--- src/rtl/vdiv_lane_sequencer_if.sv ---
// Handshake bundle between vector dispatch, the sequencer, the shared divider and the consumer.
interface vdiv_lane_sequencer_if #(
  parameter int unsigned NUM_LANES  = 4,
  parameter int unsigned EXP_WIDTH  = 5,
  parameter int unsigned MANT_WIDTH = 10
);
  localparam int unsigned W = 1 + EXP_WIDTH + MANT_WIDTH;

  logic                   vec_valid;
  logic                   vec_ready;
  logic [NUM_LANES*W-1:0] vec_a;
  logic [NUM_LANES*W-1:0] vec_b;
  logic [NUM_LANES-1:0]   vec_mask;

  logic                   div_valid_in;
  logic                   div_ready_in;
  logic [W-1:0]           div_operand1;
  logic [W-1:0]           div_operand2;
  logic                   div_valid_out;
  logic                   div_ready_out;
  logic [W-1:0]           div_result;

  logic                   res_valid;
  logic                   res_ready;
  logic [NUM_LANES*W-1:0] res_vec;
  logic                   busy;

  // Sequencer side.
  modport master (
    input  vec_valid, vec_a, vec_b, vec_mask,
    input  div_ready_in, div_valid_out, div_result,
    input  res_ready,
    output vec_ready,
    output div_valid_in, div_operand1, div_operand2, div_ready_out,
    output res_valid, res_vec, busy
  );

  // Environment side: dispatch, divider and result consumer.
  modport slave (
    output vec_valid, vec_a, vec_b, vec_mask,
    output div_ready_in, div_valid_out, div_result,
    output res_ready,
    input  vec_ready,
    input  div_valid_in, div_operand1, div_operand2, div_ready_out,
    input  res_valid, res_vec, busy
  );
endinterface

--- src/rtl/vdiv_lane_sequencer.sv ---
// Issues the active lanes of one vector divide op, one at a time, to a shared scalar divider
// and gathers the quotients into a result vector.
module vdiv_lane_sequencer #(
  parameter int unsigned NUM_LANES  = 4,
  parameter int unsigned EXP_WIDTH  = 5,
  parameter int unsigned MANT_WIDTH = 10
) (
  input logic                 CLK,
  input logic                 nRST,
  vdiv_lane_sequencer_if.master bus
);
  localparam int unsigned W  = 1 + EXP_WIDTH + MANT_WIDTH;
  localparam int unsigned LW = (NUM_LANES > 1) ? $clog2(NUM_LANES) : 1;

  typedef enum logic [1:0] {StIdle, StIssue, StWait, StDone} state_e;

  state_e                 state_q, state_d;
  logic [LW-1:0]          lane_q, lane_d;
  logic [NUM_LANES*W-1:0] a_q, a_d;
  logic [NUM_LANES*W-1:0] b_q, b_d;
  logic [NUM_LANES-1:0]   mask_q, mask_d;
  logic [NUM_LANES*W-1:0] res_q, res_d;

  logic          first_any, next_any;
  logic [LW-1:0] first_idx, next_idx;

  // Lowest active lane of the incoming op, and lowest active lane above the current one.
  always_comb begin
    first_any = 1'b0;
    first_idx = '0;
    next_any  = 1'b0;
    next_idx  = '0;
    for (int i = NUM_LANES - 1; i >= 0; i--) begin
      if (bus.vec_mask[i]) begin
        first_any = 1'b1;
        first_idx = LW'(i);
      end
      if (mask_q[i] && (i > int'(lane_q))) begin
        next_any = 1'b1;
        next_idx = LW'(i);
      end
    end
  end

  // Next-state and datapath update.
  always_comb begin
    state_d = state_q;
    lane_d  = lane_q;
    a_d     = a_q;
    b_d     = b_q;
    mask_d  = mask_q;
    res_d   = res_q;
    unique case (state_q)
      StIdle: begin
        if (bus.vec_valid) begin
          a_d    = bus.vec_a;
          b_d    = bus.vec_b;
          mask_d = bus.vec_mask;
          // Inactive lanes pass the dividend through untouched.
          res_d  = bus.vec_a;
          if (first_any) begin
            lane_d  = first_idx;
            state_d = StIssue;
          end else begin
            state_d = StDone;
          end
        end
      end
      StIssue: begin
        if (bus.div_ready_in) state_d = StWait;
      end
      StWait: begin
        if (bus.div_valid_out) begin
          res_d[lane_q*W +: W] = bus.div_result;
          if (next_any) begin
            lane_d  = next_idx;
            state_d = StIssue;
          end else begin
            state_d = StDone;
          end
        end
      end
      StDone: begin
        if (bus.res_ready) state_d = StIdle;
      end
      default: state_d = StIdle;
    endcase
  end

  // State and operand registers; reset discards any op in flight.
  always_ff @(posedge CLK or negedge nRST) begin
    if (!nRST) begin
      state_q <= StIdle;
      lane_q  <= '0;
      a_q     <= '0;
      b_q     <= '0;
      mask_q  <= '0;
      res_q   <= '0;
    end else begin
      state_q <= state_d;
      lane_q  <= lane_d;
      a_q     <= a_d;
      b_q     <= b_d;
      mask_q  <= mask_d;
      res_q   <= res_d;
    end
  end

  assign bus.vec_ready     = (state_q == StIdle);
  assign bus.div_valid_in  = (state_q == StIssue);
  assign bus.div_ready_out = (state_q == StWait);
  assign bus.res_valid     = (state_q == StDone);
  assign bus.busy          = (state_q != StIdle);
  assign bus.div_operand1  = a_q[lane_q*W +: W];
  assign bus.div_operand2  = b_q[lane_q*W +: W];
  assign bus.res_vec       = res_q;
endmodule

--- src/flat_wrapper.sv ---
// flat-port wrapper written by rule: the top's interface ports become plain ports
module vdiv_lane_sequencer_flat 
#(
  parameter int unsigned NUM_LANES  = 4,
  parameter int unsigned EXP_WIDTH  = 5,
  parameter int unsigned MANT_WIDTH = 10
)
  (CLK, nRST, bus_vec_valid, bus_vec_a, bus_vec_b, bus_vec_mask, bus_div_ready_in, bus_div_valid_out, bus_div_result, bus_res_ready, bus_vec_ready, bus_div_valid_in, bus_div_operand1, bus_div_operand2, bus_div_ready_out, bus_res_valid, bus_res_vec, bus_busy);
  vdiv_lane_sequencer_if #(.NUM_LANES(NUM_LANES), .EXP_WIDTH(EXP_WIDTH), .MANT_WIDTH(MANT_WIDTH)) bus_i ();
  input logic CLK;
  input logic nRST;
  input wire logic [$bits(bus_i.vec_valid)-1:0] bus_vec_valid;
  input wire logic [$bits(bus_i.vec_a)-1:0] bus_vec_a;
  input wire logic [$bits(bus_i.vec_b)-1:0] bus_vec_b;
  input wire logic [$bits(bus_i.vec_mask)-1:0] bus_vec_mask;
  input wire logic [$bits(bus_i.div_ready_in)-1:0] bus_div_ready_in;
  input wire logic [$bits(bus_i.div_valid_out)-1:0] bus_div_valid_out;
  input wire logic [$bits(bus_i.div_result)-1:0] bus_div_result;
  input wire logic [$bits(bus_i.res_ready)-1:0] bus_res_ready;
  output wire logic [$bits(bus_i.vec_ready)-1:0] bus_vec_ready;
  output wire logic [$bits(bus_i.div_valid_in)-1:0] bus_div_valid_in;
  output wire logic [$bits(bus_i.div_operand1)-1:0] bus_div_operand1;
  output wire logic [$bits(bus_i.div_operand2)-1:0] bus_div_operand2;
  output wire logic [$bits(bus_i.div_ready_out)-1:0] bus_div_ready_out;
  output wire logic [$bits(bus_i.res_valid)-1:0] bus_res_valid;
  output wire logic [$bits(bus_i.res_vec)-1:0] bus_res_vec;
  output wire logic [$bits(bus_i.busy)-1:0] bus_busy;
  assign bus_i.vec_valid = bus_vec_valid;
  assign bus_i.vec_a = bus_vec_a;
  assign bus_i.vec_b = bus_vec_b;
  assign bus_i.vec_mask = bus_vec_mask;
  assign bus_i.div_ready_in = bus_div_ready_in;
  assign bus_i.div_valid_out = bus_div_valid_out;
  assign bus_i.div_result = bus_div_result;
  assign bus_i.res_ready = bus_res_ready;
  assign bus_vec_ready = bus_i.vec_ready;
  assign bus_div_valid_in = bus_i.div_valid_in;
  assign bus_div_operand1 = bus_i.div_operand1;
  assign bus_div_operand2 = bus_i.div_operand2;
  assign bus_div_ready_out = bus_i.div_ready_out;
  assign bus_res_valid = bus_i.res_valid;
  assign bus_res_vec = bus_i.res_vec;
  assign bus_busy = bus_i.busy;
  vdiv_lane_sequencer #(.NUM_LANES(NUM_LANES), .EXP_WIDTH(EXP_WIDTH), .MANT_WIDTH(MANT_WIDTH)) u_core (.CLK(CLK), .nRST(nRST), .bus(bus_i));
endmodule
--- config.mk ---
export PLATFORM = sky130hd
export DESIGN_NAME = vdiv_lane_sequencer_flat
export DESIGN_NICKNAME = d
export VERILOG_FILES = /design/src/rtl/vdiv_lane_sequencer_if.sv /design/src/rtl/vdiv_lane_sequencer.sv /design/src/flat_wrapper.sv
export SDC_FILE = /design/constraint.sdc
export NUM_CORES = 1
export LEC_CHECK = 0
export CAP_MARGIN = 20
export CORE_MARGIN = 10
export CORE_UTILIZATION = 43
export DETAILED_ROUTE_END_ITERATION = 6
export GPL_TIMING_DRIVEN = 0
export PLACE_DENSITY_LB_ADDON = 0.2
export SETUP_SLACK_MARGIN = 0.4
export SLEW_MARGIN = 10
export SYNTH_ARGS = -nofsm -noshare
export SYNTH_HDL_FRONTEND = slang
export SYNTH_SLANG_ARGS = --single-unit
--- constraint.sdc ---
create_clock -name CLK -period 2.5 [get_ports CLK]
set_clock_uncertainty 0.15 [all_clocks]
set_input_delay 0.75 -clock CLK [delete_from_list [all_inputs] [get_ports CLK]]
set_output_delay 0.75 -clock CLK [all_outputs]
set_load 0.03 [all_outputs]
---- Yosys cells after proc, flatten, opt, wreduce, memory -nomap -nowiden ----
Index checks and enable logic that the tools add are counted.
storage, ports and cells
  bits of input ports ..................... 154
  flip-flop bits (word level) ............. 200
  output and inout port bits .............. 101
  word-level logic and storage cells ...... 63
operators by class
  shifts and indexed selects .............. 4
  $add $sub $neg .......................... 1
  reduce and logical (&&, ||, !) cells .... 10
  mux-type cells .......................... 30
  eq/ne operators ......................... 9
  $lt $le $gt $ge ......................... 3
operators with widths
  cell                                                     number
  two-way mux 64 bit                                       2
  case mux 64 bit (2 select lines)                         1
  variable part select 64 x 7 -> 16 bit                    2
  bitwise mux 64 bit                                       1
  variable shift 16 x 34 -> 64 bit (first input constant)  1
  variable part select 16 x 34 -> 64 bit                   1
  two-way mux 2 bit                                        17
  negator 6 -> 34 bit                                      1
  != test 2 bit (second input constant)                    4
  case mux 2 bit (4 select lines)                          1
  two-way mux 1 bit                                        7
  AND reduction 5 bit                                      1
  == test 2 bit (second input constant)                    2
  > comparator 2 bit (first input constant)                2
  != test 2 x 1 -> 1 bit (second input constant)           2
  case mux 2 bit (2 select lines)                          1
  AND reduction 4 bit                                      1
  nonzero test 2 bit                                       2
  logical AND 1 bit                                        3
  AND reduction 3 bit                                      1
  == test 2 x 1 -> 1 bit (second input constant)           1
  > comparator 1 x 2 -> 1 bit (first input constant)       1
  zero test 2 bit                                          1
  AND reduction 2 bit                                      1

---- Logic depth before layout (Yosys ltp) ----
Gate-level depths: netlist (run 1).
  depth in word-level cells ............... 8
  gate-level depth with buffers ........... 10
  gate-level depth less buffers ........... 6

---- Least setup slack after synthesis (run 1) ----
OpenSTA, ideal clock, no wires.
  path kind ............................... register to register
  start point ............................. register u_core.lane_q[1]
  end point ............................... register u_core.res_q[51] (netlist: u_core.bus.res_vec[51])
  setup time .............................. 0.072 ns
  data required time ...................... 2.278 ns
  cell stages (with the launch flop) ...... 10
  buffers on the path ..................... 3
  arrival time ............................ 2.194 ns
  clock period less this slack ............ 2.417 ns
  setup slack ............................. 0.083 ns
  cell sequence ........................... dfrtp_1 clkbuf_1 clkbuf_1 inv_1 ha_1 nand2b_1 nor4_4 buf_6 a221oi_1 nor2_1
between the ends
  cells in the longest elaborated chain, start to end .. 5
  elaborated cells on any way between the ends .. 6
  those cells by class .................... add/sub (1); shift (2); mux (3)
RTL lines
  item                                                                                               RTL line                    source
  start: declaration                                                                                 vdiv_lane_sequencer.sv:18   logic [LW-1:0] lane_q, lane_d;
  start signal: assignment                                                                           vdiv_lane_sequencer.sv:101  lane_q <= lane_d;
  negator 6 -> 34 bit (*)                                                                            vdiv_lane_sequencer.sv:74   res_d[lane_q*W +: W] = bus.div_result;
  variable part select 16 x 34 -> 64 bit / variable shift 16 x 34 -> 64 bit (equally long branches)  vdiv_lane_sequencer.sv:74
  bitwise mux 64 bit (*)                                                                             vdiv_lane_sequencer.sv:74
  two-way mux 64 bit (*)                                                                             vdiv_lane_sequencer.sv:73   if (bus.div_valid_out) begin
  case mux 64 bit (2 select lines) (*)                                                               vdiv_lane_sequencer.sv:53   unique case (state_q)
  end signal: assignment                                                                             vdiv_lane_sequencer.sv:105  res_q <= res_d;
  end: declaration                                                                                   vdiv_lane_sequencer.sv:22   logic [NUM_LANES*W-1:0] res_q, res_d;
Mark *: on every way between the ends. The rest lies on a longest branch, timed or not. The select of a mux whose other input is x is not followed.
A chain may end at the register's enable or synchronous reset.

---- Final worst setup path (run 1) ----
  start point ............................. register u_core.lane_q[0]
  end point ............................... output bus_div_operand1[12]
between the ends
  cells in the longest elaborated chain, start to end .. 1
RTL lines
  item                                   RTL line                    source
  variable part select 64 x 7 -> 16 bit  vdiv_lane_sequencer.sv:114  assign bus.div_operand1 = a_q[lane_q*W +: W];
  end: declaration                       flat_wrapper.sv:22          output wire logic [$bits(bus_i.div_operand1)-1:0] bus_div_operand1;
No other way between the ends.

==> impl_metrics.py, run 1 <==
metrics = {
    "outcome": {
        "status": "finished, violations left",
        "violations": "negative setup slack",
    },
    "global_route": {
        "grt_antenna_before_repair": 1,
        "grt_max_degree": 111,
        "grt_first_pass_wirelength_um": 46440,
        "grt_util_all_layers": 0.2298,
        "grt_pass1_vias": 7452,
        "gr-total-overflow": 0,
    },
    "synthesis": {
        "ys_seq_area_frac": 0.5542,
        "avgSynthCellArea_sq_um": 13.61,
        "syn_inst": 660,
        "syn-cell-area_sq_um": 8985,
        "synthDistinctLibCells": 36,
        "ys_ff_latch": 199,
        "ys_warn_count": 0,
        "syn-num-nets": 819,
    },
    "timing": {
        "slew_violations": 0,
        "worst_pin_slew_ns": 0.7103,
        "finalCritPeriodShare": 1.105,
        "hold_violations": 0,
        "grt_setup_unrepaired": "yes",
        "setup_viol": 32,
        "worst_slack_ns": -0.2621,
        "period_minus_slack_ns": 2.762,
        "max_freq_mhz": 362.0,
        "maxSlewHeadroom": 0.5265,
        "hold_ws_ns": 0.1741,
    },
    "drt": {
        "drt-initial-drc-count": 507,
        "drc": 0,
        "drt_wl_total_um": 32190,
        "wl_met1_um": 13260,
        "highest_layer": "met4",
        "vias": 7140,
        "first_pass_iters": 5,
        "avgViaCountPerCell": 5.640,
        "wl_per_cell_um": 25.42,
        "route.met3.wl_um": 2577,
        "antenna_left": 0,
        "wl_met2_um": 15570,
    },
    "power_and_ir_drop": {
        "max-vdd-ir-drop_mv": 0.9332,
        "power_density_nw_per_um2": 1497,
        "power_w": 0.02107,
        "leakagePower_nw": 5.792,
    },
    "clocking": {
        "clock-sinks": 199,
        "htree_levels": 4,
        "clock-root-buffer": "clkbuf_16",
        "cts_hold_buffers": 0,
        "cts_tree": "built",
        "clock_path_buffers": 2,
        "clk_pin_slew_ns": 0.08,
        "clk-insertion-delay-late_ns": 0.44,
        "cts_buffers": 17,
    },
    "finish": {
        "areaGrowthSynthToFinish_pct": 56.64,
        "final_layout_size_suffix_gt1_frac": 0.4618,
        "finalNetCount": 1141,
        "final_util": 0.6911,
        "finalNonFillerCells": 1266,
        "fin_area_sq_um": 14070,
    },
    "floorplan": {
        "die_x_um": 164.6,
        "dieArea_sq_um": 27080,
        "rows": 52,
        "die_h_um": 164.6,
        "io_pins": 255,
        "fp.coreArea_sq_um": 20360,
        "start_util": 0.4412,
    },
    "setup_path": {
        "critPathLaunch": "u_core.lane_q[0]$_DFFE_PN0P_",
        "cp-end-kind": "output port",
        "reg2reg_to": "u_core.bus.res_vec[38]$_DFFE_PN0P_",
        "worstSetupStartpointType": "flop",
        "crit_type": "flop to output port",
        "crit_required_ns": 1.60,
        "arrival_ns": 1.86,
        "reg2reg_depth": 13,
        "ff2ff_setup_slack_ns": 0.07,
        "path_max_fanout": 6,
        "endpoint": "bus_div_operand1[12]",
        "r2r-start": "u_core.lane_q[1]$_DFFE_PN0P_",
    },
    "hold_path": {
        "min_path_type": "input port to async pin",
    },
    "run": {
        "maxCapViolCount": 0,
    },
    "placement": {
        "place_area_sq_um": 11970,
        "gp_congestion": 0.8374,
        "hpwl_um": 21980,
        "io_buffers": 254,
        "dp.cells": 1185,
    },
}
-- critical path, stage by stage (launching register included) --
cell and delay, ns:
dfrtp_1 0.41, buf_12 0.16, buf_4 0.14, mux4_2 0.55
buf_6 0.17
-- where the power goes --
| part | total, W | internal, W | switching, W |
|---|---|---|---|
| clock | 0.00294 | 0.00161 | 0.00133 |
| sequential | 0.00573 | 0.00487 | 0.000855 |
| combinational | 0.0124 | 0.00584 | 0.00657 |
-- metrics by stage --
step                 TNS, ns  setup slack [ns]
finish                -7.722           -0.2621
global route          -8.845           -0.2977
CTS                   -7.511           -0.2588
detailed placement    -40.24           -0.4595
floorplan                  0            0.2995
global placement    -1632.22            -8.030
-- final cells by class --
class,count,area [sq um]
Clock inverter,14,193.9
Tap cell,270,337.8
Clock buffer,17,425.4
Antenna cell,2,5.005
Inverter,5,28.78
Buffer,48,648.1
Multi-Input combinational cell,408,4354
Timing Repair Buffer,303,3099
Sequential cell,199,4981
Fill cell,1492,6291
-- how the worst min path moves through the flow --
stage | to | slack [ns] | depth (start not counted)
after floorplan | u_core.a_q[0]$_DFFE_PN0P_ | 0.30 | 0
after global placement | u_core.bus.res_vec[1]$_DFFE_PN0P_ | 0.31 | 2
after detailed placement | u_core.bus.res_vec[0]$_DFFE_PN0P_ | 0.32 | 2
after CTS | u_core.bus.res_vec[23]$_DFFE_PN0P_ | 0.20 | 1
after global routing | u_core.bus.res_vec[23]$_DFFE_PN0P_ | 0.24 | 1
final | u_core.bus.res_vec[23]$_DFFE_PN0P_ | 0.17 | 1
-- what timing repair did --
action                     in CTS  in global routing
cloned                          4                  2
setup buffers                  31                 11
gates resized for setup       569                 85
pin swaps                      19                 24
setup endpoints to repair     297                256
-- cell usage in the layout (no fill, tap or decap), types with 3 or more instances in the layout --
master / count
inv_8: 3
clkinvlp_4: 5
clkbuf_16: 24
o21ai_1: 16
nor2_4: 7
bufinv_16: 3
buf_2: 8
a221oi_4: 12
clkdlybuf4s15_1: 17
clkdlybuf4s50_1: 152
nand2_1: 17
mux2_1: 16
nor4_4: 3
nand2b_4: 3
nor2_1: 93
a22oi_2: 16
mux4_2: 32
clkbuf_4: 10
clkbuf_2: 22
clkdlybuf4s15_2: 26
ha_4: 4
a221oi_2: 36
dfrtp_1: 198
inv_6: 3
buf_4: 24
buf_16: 3
buf_8: 13
nand3_2: 3
buf_12: 14
mux2_2: 116
nand2b_1: 5
buf_6: 53
-- metal layers --
layer | GRT usage | vias to the layer above
met5 | 0 | -
met4 | 0.06522 | 0
met3 | 0.05651 | 52
met2 | 0.3747 | 310
met1 | 0.2990 | 3672
li1 | - | 3106
-- cell usage after synthesis, drive strengths merged --
library cell	instances	area share
a21oi	2	0.0011
nor3	1	0.00056
nor2	100	0.042
a221oi	48	0.047
o21bai	1	0.00084
clkbuf	17	0.0075
a22oi	16	0.013
dfrtp	199	0.55
nand2b	8	0.0056
nand4	1	0.00070
o21ai	16	0.0089
buf	31	0.029
nor2b	2	0.0014
and2	3	0.0021
a32oi	1	0.00097
a211oi	1	0.00084
mux2	132	0.17
a22o	1	0.00097
inv	5	0.0021
ha	5	0.0070
nor4b	1	0.0026
or3b	1	0.00097
nand3	6	0.0033
and3	3	0.0021
a31oi	1	0.00070
nand2	19	0.0079
mux2i	2	0.0022
nor4	3	0.0071
a21o	2	0.0017
mux4	32	0.080
-- registers in the layout, summed over array words and instances, names as in the netlist --
| name | flops |
|---|---|
| u_core.a_q | 64 |
| u_core.bus.res_vec | 64 |
| u_core.mask_q | 3 |
| u_core.b_q | 64 |
| u_core.lane_q | 2 |
| u_core.state_q | 2 |
-- cell families (layout without fill, tap and decap cells) --
logic type,Yosys count,after routing,synth area share
flops,199,199,0.5542
mux,166,166,0.2479
simple gates,148,148,0.07645
compound gates,89,89,0.07617
buf+inv,53,387,0.03830
fa+ha+maj,5,5,0.006963
other cells,0,2,0
No activity file was read; power rests on OpenSTA's default activity.
==> inputs of run 2 (changes only) <==
- CORE_UTILIZATION: 43 -> 40
==> impl_metrics.py, run 2 (synthesized netlist as in run 1, its figures left out) <==
metrics = {
    "outcome": {
        "status": "finished, violations left",
        "violations": "negative setup slack",
    },
    "setup_path": {
        "crit_type": "flop to output port",
        "reg2reg_depth": 13,
        "max_stage_delay_ns": 0.53,
        "cpMostUsedCell": "buf_12",
        "reg2reg_to": "u_core.bus.res_vec[29]$_DFFE_PN0P_",
        "path_max_fanout": 10,
        "worstSetupStartpointType": "flop",
        "arrival_ns": 1.87,
        "r2r-start": "u_core.lane_q[0]$_DFFE_PN0P_",
        "ff2ff_setup_slack_ns": 0.06,
        "path_cells": "buf_12 -> buf_12 -> mux4_2 -> buf_6",
        "crit_required_ns": 1.60,
        "slowest_stage": "mux4_2",
        "cp-end-kind": "output port",
    },
    "finish": {
        "fillerInstances": 1693,
        "layout_common_cells": "dfrtp_1 (198), clkdlybuf4s50_1 (151), mux2_2 (116)",
        "layout_commonest_cell": "dfrtp_1",
        "areaGrowthSynthToFinish_pct": 54.82,
        "fin_area_sq_um": 13910,
        "finalNetCount": 1149,
        "final_layout_size_suffix_gt1_frac": 0.4467,
        "final_util": 0.6335,
    },
    "drt": {
        "drc": 0,
        "drt-initial-drc-count": 458,
        "first_pass_iters": 4,
        "vias": 7085,
        "drt_wl_total_um": 33480,
        "antenna_left": 0,
        "wl_per_cell_um": 26.07,
        "avgViaCountPerCell": 5.518,
    },
    "floorplan": {
        "io_pins": 255,
        "start_util": 0.4092,
        "dieArea_sq_um": 28860,
        "die_h_um": 169.9,
        "rows": 54,
        "fp.coreArea_sq_um": 21960,
        "die_x_um": 169.9,
    },
    "timing": {
        "hold_violations": 0,
        "tns_ns": -7.663,
        "worst_slack_ns": -0.2710,
        "max_freq_mhz": 360.9,
        "setup_viol": 32,
        "period_minus_slack_ns": 2.771,
        "grt_setup_unrepaired": "yes",
        "slew_violations": 0,
        "finalCritPeriodShare": 1.108,
        "maxSlewHeadroom": 0.2100,
        "worst_pin_slew_ns": 1.185,
        "hold_ws_ns": 0.1869,
    },
    "global_route": {
        "grt_first_pass_wirelength_um": 47290,
        "use_met3": 0.06201,
        "grt_antenna_before_repair": 1,
        "grt_pass1_vias": 7435,
        "top_usage_layer": "met2",
        "grt_max_degree": 102,
        "gr-total-overflow": 0,
        "met1_usage": 0.2734,
        "grtUsageMet2": 0.3718,
        "grt_util_all_layers": 0.2200,
    },
    "hold_path": {
        "min_path_type": "input port to async pin",
    },
    "placement": {
        "io_buffers": 254,
        "place_area_sq_um": 11980,
        "gp_congestion": 0.8182,
        "hpwl_um": 22370,
    },
    "clocking": {
        "clk-insertion-delay-late_ns": 0.44,
        "clk_pin_slew_ns": 0.08,
        "clock_path_buffers": 2,
        "htree_levels": 4,
        "clock-root-buffer": "clkbuf_16",
        "cts_buffers": 17,
        "clock-sinks": 199,
        "cts_tree": "built",
    },
    "power_and_ir_drop": {
        "max-vdd-ir-drop_mv": 0.7473,
        "leakagePower_nw": 5.925,
        "power_w": 0.02094,
        "power_density_nw_per_um2": 1505,
    },
    "run": {
        "maxCapViolCount": 0,
    },
}
[run 2: cell types whose count changed in the layout (fill, tap and decap cells not counted), sizes merged]
cell	delta
clkdlybuf4s15	-16
clkinvlp	-1
diode	-1
clkbuf	+4
clkdlybuf4s50	-1
clkinv	+3
dlymetal6s2s	+17
bufinv	-2
inv	-2
buf	+7
[run 2: worst max-delay path by stage]
stage	start	end	slack (ns)	depth (start not counted)
after global routing	u_core.lane_q[0]$_DFFE_PN0P_	bus_div_operand1[6]	-0.33	4
after global placement	nRST	u_core.b_q[58]$_DFFE_PN0P_	-8.18	1
final	u_core.lane_q[0]$_DFFE_PN0P_	bus_div_operand1[6]	-0.27	4
after detailed placement	bus_vec_valid	u_core.bus.res_vec[58]$_DFFE_PN0P_	-0.51	6
after floorplan	u_core.lane_q[0]$_DFFE_PN0P_	bus_div_operand1[0]	0.30	3
after CTS	u_core.lane_q[0]$_DFFE_PN0P_	bus_div_operand1[10]	-0.27	4
[run 2: worst max-delay path, delay by kind of cell (launching register included)]
family                 cells  cell delay (ns)
flip-flops                 1             0.40
buffers and inverters      3             0.48
multiplexers               1             0.53
[run 2: timing repair]
action,4_1_cts,5_1_grt
setup buffers,23,24
hold buffers,0,0
setup endpoints to repair,297,271
gates cloned,4,5
resized for setup,436,162
hold endpoints to repair,0,0
pin swaps,6,23
[run 2: power breakdown]
group	internal (W)	switching, W
Sequential	0.00487	0.000837
Combinational	0.00581	0.00657
Clock	0.00149	0.00136
Total	0.0122	0.00876
[run 2: area by class of cell]
class | count | area, sq um | share of cell area
multi-input combinational | 408 | 4158 | 0.2989
sequential | 199 | 4981 | 0.3581
tap | 280 | 350.3 | 0.02518
clock buffer | 20 | 466.7 | 0.03355
clock inverter | 12 | 135.1 | 0.009714
timing repair buffer | 311 | 3191 | 0.2294
inverter | 5 | 46.29 | 0.003328
antenna | 1 | 2.502 | 0.0001799
buffer | 48 | 580.6 | 0.04173
[run 2: stage by stage]
step	instances	setup slack (ns)
after floorplan	660	0.2995
after global placement	1194	-8.184
after detailed placement	1195	-0.5065
after CTS	1254	-0.2688
after global routing	1283	-0.3250
final	1284	-0.2710
[run 2: layer usage]
layer	routed length, um	vias up
li1	-	3111
met1	13550	3656
met2	16700	279
met3	2676	39
met4	558	0
met5	0	-
==> inputs of run 3 (changes only) <==
- CORE_ASPECT_RATIO: not set -> 0.9
==> impl_metrics.py, run 3 (synthesized netlist as in run 1, its figures left out) <==
metrics = {
    "outcome": {
        "status": "finished, violations left",
        "violations": "negative setup slack",
    },
    "timing": {
        "period_minus_slack_ns": 2.791,
        "max_freq_mhz": 358.3,
        "grt_setup_unrepaired": "yes",
        "tns_ns": -8.401,
        "setup_viol": 32,
        "maxSlewHeadroom": 0.6867,
        "hold_violations": 0,
        "worst_pin_slew_ns": 0.4699,
        "slew_violations": 0,
        "finalCritPeriodShare": 1.116,
        "worst_slack_ns": -0.2912,
    },
    "clocking": {
        "htree_levels": 4,
        "cts_tree": "built",
        "clk-insertion-delay-late_ns": 0.43,
        "cts_buffers": 17,
        "clock_path_buffers": 2,
        "clock-root-buffer": "clkbuf_16",
        "clock-sinks": 199,
        "clk_pin_slew_ns": 0.08,
    },
    "power_and_ir_drop": {
        "max-vdd-ir-drop_mv": 0.8040,
        "power_density_nw_per_um2": 1496,
        "leakagePower_nw": 5.792,
    },
    "placement": {
        "place_ws_ns": -0.5372,
        "io_buffers": 254,
        "dp.cells": 1207,
        "place_area_sq_um": 12030,
        "hpwl_um": 22710,
        "gp_congestion": 0.8205,
    },
    "setup_path": {
        "reg2reg_depth": 10,
        "worstSetupStartpointType": "flop",
        "crit_type": "flop to output port",
        "max_stage_delay_ns": 0.53,
        "r2r-start": "u_core.lane_q[0]$_DFFE_PN0P_",
        "slowest_stage": "mux4_2",
        "crit_required_ns": 1.60,
        "path_cells": "buf_12 -> buf_12 -> mux4_2 -> buf_6",
        "path_max_fanout": 10,
        "reg2reg_to": "u_core.bus.res_vec[24]$_DFFE_PN0P_",
        "ff2ff_setup_slack_ns": 0.09,
        "cpMostUsedCell": "buf_12",
        "cp-end-kind": "output port",
        "arrival_ns": 1.89,
    },
    "finish": {
        "layout_commonest_cell": "dfrtp_1",
        "finalNetCount": 1137,
        "finalNonFillerCells": 1283,
        "fin_area_sq_um": 13760,
        "areaGrowthSynthToFinish_pct": 53.13,
        "final_layout_size_suffix_gt1_frac": 0.4460,
        "layout_common_cells": "dfrtp_1 (198), clkdlybuf4s50_1 (152), mux2_2 (116)",
    },
    "hold_path": {
        "min_path_type": "input port to async pin",
    },
    "drt": {
        "drt-initial-drc-count": 504,
        "drc": 0,
        "vias": 7103,
        "first_pass_iters": 4,
        "wl_per_cell_um": 26.62,
        "avgViaCountPerCell": 5.536,
        "antenna_left": 0,
        "drt_wl_total_um": 34160,
    },
    "global_route": {
        "grt_max_degree": 81,
        "grt_first_pass_wirelength_um": 48180,
        "gr-total-overflow": 0,
        "grt_util_all_layers": 0.2254,
        "grt_pass1_vias": 7521,
        "grt_antenna_before_repair": 2,
    },
    "floorplan": {
        "dieArea_sq_um": 28860,
        "die_x_um": 178.0,
        "start_util": 0.4105,
        "io_pins": 255,
        "die_h_um": 162.2,
        "fp.coreArea_sq_um": 21890,
        "rows": 51,
    },
    "run": {
        "maxCapViolCount": 0,
    },
}
## run 3: cell count changes in the layout (fill, tap and decap cells not counted), moves of 2 or more
cell             change
nor2_2               +3
a221oi_4             -4
buf_4                -7
clkinv_4             +3
buf_8                -2
nor2_1               -4
clkbuf_8             -4
clkdlybuf4s15_1      +6
a221oi_2             +5
clkdlybuf4s15_2      -2
buf_6                +3
clkinv_8             -2
dlymetal6s2s_1       -7
buf_2                -2
## run 3: critical path: cells and delay by family, from the launching register on
kind | cells | cell delay, ns
muxes | 1 | 0.53
buffers and inverters | 3 | 0.50
DFF | 1 | 0.42
## run 3: what timing repair did
action	CTS	global route
endpoints found under the setup margin	272	268
pin swaps	13	19
buffers inserted	21	14
hold buffers	0	0
resized for setup	472	150
gates cloned	3	5
## run 3: layout make-up
type	instances	area [sq um]
Clock buffer	20	446.7
Tap cell	291	364.1
Inverter	5	33.78
Multi-Input combinational cell	408	4156
Timing Repair Buffer	299	3054
Fill cell	1710	8129
Sequential cell	199	4981
Buffer	48	611.8
Antenna cell	1	2.502
Clock inverter	12	107.6
## run 3: through the flow
step / util / power [W] / hold slack [ns]
2_1_floorplan: - / 0.01220 / 0.3024
3_3_place_gp: 0.5467 / 0.01627 / 0.3128
3_5_place_dp: 0.5494 / 0.01642 / 0.3194
4_1_cts: 0.6042 / 0.01996 / 0.04796
5_1_grt: 0.6285 / 0.02158 / 0.05871
6_report: 0.6286 / 0.02058 / 0.04754
## run 3: metal layers
| metal | wire length [um] | share of wire | up-vias | global-route usage |
|---|---|---|---|---|
| met5 | 18 | 0.00053 | - | 0 |
| met4 | 714 | 0.021 | 2 | 0.06740 |
| met3 | 2202 | 0.064 | 41 | 0.05586 |
| met2 | 16380 | 0.48 | 265 | 0.3644 |
| met1 | 14840 | 0.43 | 3707 | 0.2924 |
| li1 | - | - | 3088 | - |
## run 3: worst max-delay path by stage
stage	startpoint	end	slack, ns
after floorplan	u_core.lane_q[0]$_DFFE_PN0P_	bus_div_operand1[0]	0.30
after global placement	nRST	u_core.b_q[45]$_DFFE_PN0P_	-8.18
after detailed placement	bus_vec_valid	u_core.bus.res_vec[47]$_DFFE_PN0P_	-0.54
after CTS	u_core.lane_q[0]$_DFFE_PN0P_	bus_div_operand2[2]	-0.28
after global routing	u_core.lane_q[0]$_DFFE_PN0P_	bus_div_operand1[0]	-0.33
final	u_core.lane_q[0]$_DFFE_PN0P_	bus_div_operand2[2]	-0.29
## run 3: where the power goes
group          switching, W  internal [W]
logic               0.00651       0.00563
registers          0.000887       0.00487
clock network       0.00134       0.00134
